## src/rtl/register_file_dump.sv

```systemverilog
// register_file_dump: DEPTH x WIDTH register file for the fdt16 datapath.
// It has one synchronous write port, two combinational read ports with a
// write bypass, and a dump engine that streams every register out in
// ascending order over a valid/ready handshake.
//
// Ports:
//   clk, reset                  rising-edge clock, async active-low reset
//   we, waddr, wdata            write port
//   raddr_a/rdata_a             read port A (combinational, write-bypassed)
//   raddr_b/rdata_b             read port B (combinational, write-bypassed)
//   dump_start                  request a full dump (honoured only in IDLE)
//   dump_busy                   engine is not IDLE
//   dump_valid/ready            stream handshake
//   dump_addr/dump_data         entry being presented
//   dump_done                   one-cycle pulse after the last entry is taken
module register_file_dump #(
    parameter int unsigned WIDTH  = 16,
    parameter int unsigned DEPTH  = 8,
    parameter int unsigned ADDR_W = 3
) (
    input  logic              clk,
    input  logic              reset,
    input  logic              we,
    input  logic [ADDR_W-1:0] waddr,
    input  logic [WIDTH-1:0]  wdata,
    input  logic [ADDR_W-1:0] raddr_a,
    output logic [WIDTH-1:0]  rdata_a,
    input  logic [ADDR_W-1:0] raddr_b,
    output logic [WIDTH-1:0]  rdata_b,
    input  logic              dump_start,
    output logic              dump_busy,
    output logic              dump_valid,
    input  logic              dump_ready,
    output logic [ADDR_W-1:0] dump_addr,
    output logic [WIDTH-1:0]  dump_data,
    output logic              dump_done
);

    localparam logic [ADDR_W-1:0] LAST_IDX = ADDR_W'(DEPTH - 1);

    typedef enum logic [1:0] {
        ST_IDLE = 2'd0,
        ST_SEND = 2'd1,
        ST_DONE = 2'd2
    } state_e;

    logic [WIDTH-1:0]  regs_q [DEPTH];

    state_e            state_q, state_d;
    logic [ADDR_W-1:0] idx_q, idx_d;
    logic [WIDTH-1:0]  hold_q, hold_d;
    logic              busy_q, busy_d;
    logic              valid_q, valid_d;
    logic              done_q, done_d;

    logic [ADDR_W-1:0] load_addr;
    logic [WIDTH-1:0]  load_val;

    // Register array: cleared on reset, one write per cycle.
    always_ff @(posedge clk or negedge reset) begin
        if (!reset) begin
            for (int i = 0; i < int'(DEPTH); i++) begin
                regs_q[i] <= '0;
            end
        end else if (we) begin
            regs_q[waddr] <= wdata;
        end
    end

    // Read ports forward a same-cycle write to the addressed register.
    assign rdata_a = (we && (waddr == raddr_a)) ? wdata : regs_q[raddr_a];
    assign rdata_b = (we && (waddr == raddr_b)) ? wdata : regs_q[raddr_b];

    // Entry that would be captured into hold this cycle: register 0 when a
    // dump starts, otherwise the one after the entry being presented.
    assign load_addr = (state_q == ST_IDLE) ? '0 : (idx_q + ADDR_W'(1));
    assign load_val  = (we && (waddr == load_addr)) ? wdata : regs_q[load_addr];

    // Dump engine state and registered stream outputs.
    always_ff @(posedge clk or negedge reset) begin
        if (!reset) begin
            state_q <= ST_IDLE;
            idx_q   <= '0;
            hold_q  <= '0;
            busy_q  <= 1'b0;
            valid_q <= 1'b0;
            done_q  <= 1'b0;
        end else begin
            state_q <= state_d;
            idx_q   <= idx_d;
            hold_q  <= hold_d;
            busy_q  <= busy_d;
            valid_q <= valid_d;
            done_q  <= done_d;
        end
    end

    // Next-state logic; status flags are derived from the next state so the
    // outputs come straight from flops.
    always_comb begin
        state_d = state_q;
        idx_d   = idx_q;
        hold_d  = hold_q;

        unique case (state_q)
            ST_IDLE: begin
                if (dump_start) begin
                    state_d = ST_SEND;
                    idx_d   = '0;
                    hold_d  = load_val;
                end
            end
            ST_SEND: begin
                if (valid_q && dump_ready) begin
                    if (idx_q == LAST_IDX) begin
                        state_d = ST_DONE;
                    end else begin
                        idx_d  = load_addr;
                        hold_d = load_val;
                    end
                end
            end
            ST_DONE: begin
                state_d = ST_IDLE;
            end
            default: begin
                state_d = ST_IDLE;
            end
        endcase

        busy_d  = (state_d != ST_IDLE);
        valid_d = (state_d == ST_SEND);
        done_d  = (state_d == ST_DONE);
    end

    assign dump_busy  = busy_q;
    assign dump_valid = valid_q;
    assign dump_done  = done_q;
    assign dump_addr  = idx_q;
    assign dump_data  = hold_q;

endmodule

```

## config.mk

```make
export PLATFORM = sky130hd
export DESIGN_NAME = register_file_dump
export DESIGN_NICKNAME = d
export VERILOG_FILES = /design/src/rtl/register_file_dump.sv
export SDC_FILE = /design/constraint.sdc
export NUM_CORES = 1
export LEC_CHECK = 0
export BUFFER_PORTS_ARGS = -buffer_cell sky130_fd_sc_hd__buf_2
export CAP_MARGIN = 20
export CORE_MARGIN = 3
export CORE_UTILIZATION = 44
export CTS_CLUSTER_SIZE = 16
export DETAILED_ROUTE_END_ITERATION = 6
export PLACE_DENSITY = 0.59
export SYNTH_ARGS = -nofsm -noshare
export SYNTH_HDL_FRONTEND = slang
export SYNTH_SLANG_ARGS = --single-unit
```

## constraint.sdc

```tcl
create_clock -name clk -period 3.8 [get_ports clk]
set_input_delay 0.38 -clock clk [delete_from_list [all_inputs] [get_ports clk]]
set_output_delay 0.38 -clock clk [all_outputs]
set_load 0.03 [all_outputs]
```

==> implementation parameters <==
Parameter                              Value

Clock tree
  Post-CTS resize count    0
  Clock Sink Count    about 150
  Number of buffers between clock root and the deepest sink    2
  CTS tree    yes
  Cell at the root of the clock tree    clkbuf_16
  Hold buffer count at cts    0
  Number of buffers inserted during clock tree synthesis    17
  Clock insertion delay at the later pin of the skew report    roughly 0.42 ns
  H-Tree Level Count    4
  Buffers inserted during post-CTS setup optimization    0
  Clock slew at the register clock pins of the worst setup and hold paths    0.06 ns

Synth
  Synth unique cells    40
  Area of the mapped netlist    9246 µm²
  Main flop type after synthesis    dfrtp_1
  Number of flops mapped to enable cells by yosys    0
  Largest cells by area after synthesis    dfrtp_1 (41%), mux2_2 (21%), mux4_2 (16%)
  Net Count, Synth    740
  Number of instances in the synthesized netlist    ~700
  Yosys warning count    0
  Post-Synthesis Mean Instance Area    13.06 µm²
  Register bit count reported by yosys    between 150 and 200
  Async S/R FF share, synth    100.0%
  Area share of the largest cell type after synthesis    around two fifths
  Biggest area consumer among synthesized cells    dfrtp_1
  Sequential element share of the synthesized area    around 40%

GRT
  Vias in the first global route    around 6800
  Largest net degree at the start of global routing    95
  Total routing resource utilization after global routing    24.09%
  Overall overflow remaining after global route    0
  Wire length of the first global-routing pass    approximately 41000 µm
  Antenna violations before repair    1

Timing
  Maximum operating frequency    between 300 and 400 MHz
  Final setup violating endpoints    0
  Actual slew at the worst max-slew pin    0.9332 ns
  Final worst path period need    ~2.7 ns
  Setup repair after global routing missed its margin    false
  Number of max-slew violations in the final report    0
  Hold Fails Final Rpt    0
  Crit share post-route    about 72%
  Relative slew margins    37.79%
  Final TNS setup    0 ns
  Worst Hold Margin    0.07314 ns
  Clock Skew    roughly 0.011 ns

Setup path
  End of the worst register-to-register path    dump_data[14]$_DFFE_PN0P_
  Minimum setup slack among reg-to-reg paths    ~1.1 ns
  Origin of the critical flop-to-flop path    dump_addr[1]$_DFFE_PN0P_
  Slowest library cell on the worst path    nand2b_1
  Type of destination of the critical path    flip-flop
  CP Max Fanout    10
  R2r worst-path depth    8
  Maximum single-stage delay on the critical path    ~0.57 ns
  Most used cell along the critical path    ha_1
  CP Data Arrival Time    about 3.0 ns
  Critical setup path kind    reg2reg
  Data required, critical path    4.10 ns
  Startpoint type of the worst setup path    flip-flop
  Critical path cell sequence    ha_1 > ha_1 > xnor2_1 > nand4_2 > a311oi_4 > nand2b_1 > buf_4 > o211ai_2

Layout
  Area Overhead vs Synth    13.14%
  Layout cells sized above 1    51.75%
  Post-route standard cell area excluding fillers    approximately 10000 µm²
  Final-layout fill cell count    approximately 1800
  Utilization of the core after routing    about half
  Commonest cells after routing, fill and taps aside    mux2_2 (176), dfrtp_1 (152), buf_2 (82)
  Most frequent standard cell in the layout excluding fill and tap cells    mux2_2
  # nets final    about 790

Floorplanning
  Die width    151.0 µm
  Core Area    20430 µm²
  Number of cell rows    52
  Die extent in y    between 150 and 200 µm
  Initial core utilization    a little under half
  Total Die Area    approximately 23000 µm²
  Top-level I/O count    between 80 and 90

Routing
  Routed vias    6666
  Vias per inst    between 6 and 7
  Average wire per standard cell    25.53 µm
  DRC violation count after routing    0
  First drt pass iteration count    6
  Antenna viol nets, final    0
  Starting DRT DRC Count    566
  Routed wire length    between 20000 and 30000 µm

Run
  Count of maximum capacitance violations    0

Power
  PwrDens    ~760 nW/µm²
  Overall Power    about 7.9 mW
  Leakage Power    4.363 nW
  Maximum resistive drop on vdd    between 300 and 400 µV

Worst hold path
  Class of the worst hold path    in2async

Placed design
  Post-DP Area    slightly below 10000 µm²
  RD Place Congestion    roughly 0.8
  HPWL Detailed    16420 µm
  Total of buffers placed on input and output ports    between 80 and 90

Run status
  Status    finished clean
[logic make-up after synthesis]
family / count (synthesis) / synth area share, %
AOI/OAI and AO/OA: 90 / 7.916
and+or+nand+nor: 104 / 5.521
buffers and inverters: 80 / 3.911
xor gates and xnor gates: 8 / 0.7578
adders and majority gates: 2 / 0.2706
muxes: 272 / 40.49
DFF: 152 / 41.14
[cell type report]
type	instances	area, µm²	area share, %
diodes	1	2.502	0.02392
clock buffers	18	429.2	4.102
clock inverters	14	148.9	1.423
inverters	3	11.26	0.1076
multi-input cells	476	5091	48.67
flip-flops and latches	152	3804	36.36
well taps	270	337.8	3.229
repair buffers	110	636.9	6.088
[cells in the mapped netlist, types with 2 or more instances]
cell / number
mux2_2: 176
dfrtp_1: 152
mux4_2: 64
clkbuf_1: 46
nor2_1: 38
a21oi_1: 34
mux2i_1: 32
a222oi_1: 30
buf_2: 25
nand2_1: 22
nand3_1: 20
o211ai_2: 10
xnor2_1: 8
o211ai_1: 6
nand4b_1: 5
nand4_1: 4
buf_4: 3
inv_1: 3
nand2b_1: 3
nor3_1: 3
ha_1: 2
nor3_2: 2
nor3b_2: 2
o21a_1: 2
[critical path: cells and delay by family (launching register included)]
kind / cells / cell delay, ns
and+or+nand+nor: 2 / 0.72
adders and majority gates: 2 / 0.54
DFF: 1 / 0.41
AOI/OAI and AO/OA: 2 / 0.40
buffers and inverters: 1 / 0.30
xor gates and xnor gates: 1 / 0.23
[state kept, by name (all words and copies together), names as in the netlist]
name / flops
dump_done: 1
state_q: 2
regs_q: 128
dump_valid: 1
dump_addr: 3
dump_busy: 1
dump_data: 16
[where the power goes]
group          total (mW)  internal, mW  switching (mW)
registers            2.41          2.04           0.375
clock network        1.68         0.971           0.707
logic                3.82          1.69            2.13
total                7.91          4.69            3.22
[metal layers]
| layer | global-route usage [%] | routed length (µm) |
|---|---|---|
| met5 | 0 | 0 |
| met4 | 9.429 | 603 |
| met3 | 3.980 | 1661 |
| met2 | 39.58 | 13150 |
| met1 | 32.12 | 11240 |
[worst max path at each step]
stage          depth (start not counted)  slack (ns)                      from                        end
5_1_grt                                8        0.98  dump_addr[0]$_DFFE_PN0P_  dump_data[13]$_DFFE_PN0P_
3_3_place_gp                           8        1.22  dump_addr[0]$_DFFE_PN0P_  dump_data[13]$_DFFE_PN0P_
4_1_cts                                8        1.09  dump_addr[1]$_DFFE_PN0P_  dump_data[14]$_DFFE_PN0P_
6_report                               8        1.06  dump_addr[1]$_DFFE_PN0P_  dump_data[14]$_DFFE_PN0P_
2_1_floorplan                          9        1.42  dump_addr[0]$_DFFE_PN0P_   dump_data[5]$_DFFE_PN0P_
3_5_place_dp                           8        1.10  dump_addr[0]$_DFFE_PN0P_  dump_data[14]$_DFFE_PN0P_
[through the flow]
step	setup slack, ns	std cells
final	1.063	1044
after global routing	0.9752	1044
after CTS	1.092	1043
after detailed placement	1.098	1011
after global placement	1.221	1011
after floorplan	1.424	708
Power figures use the tool's default switching activity.
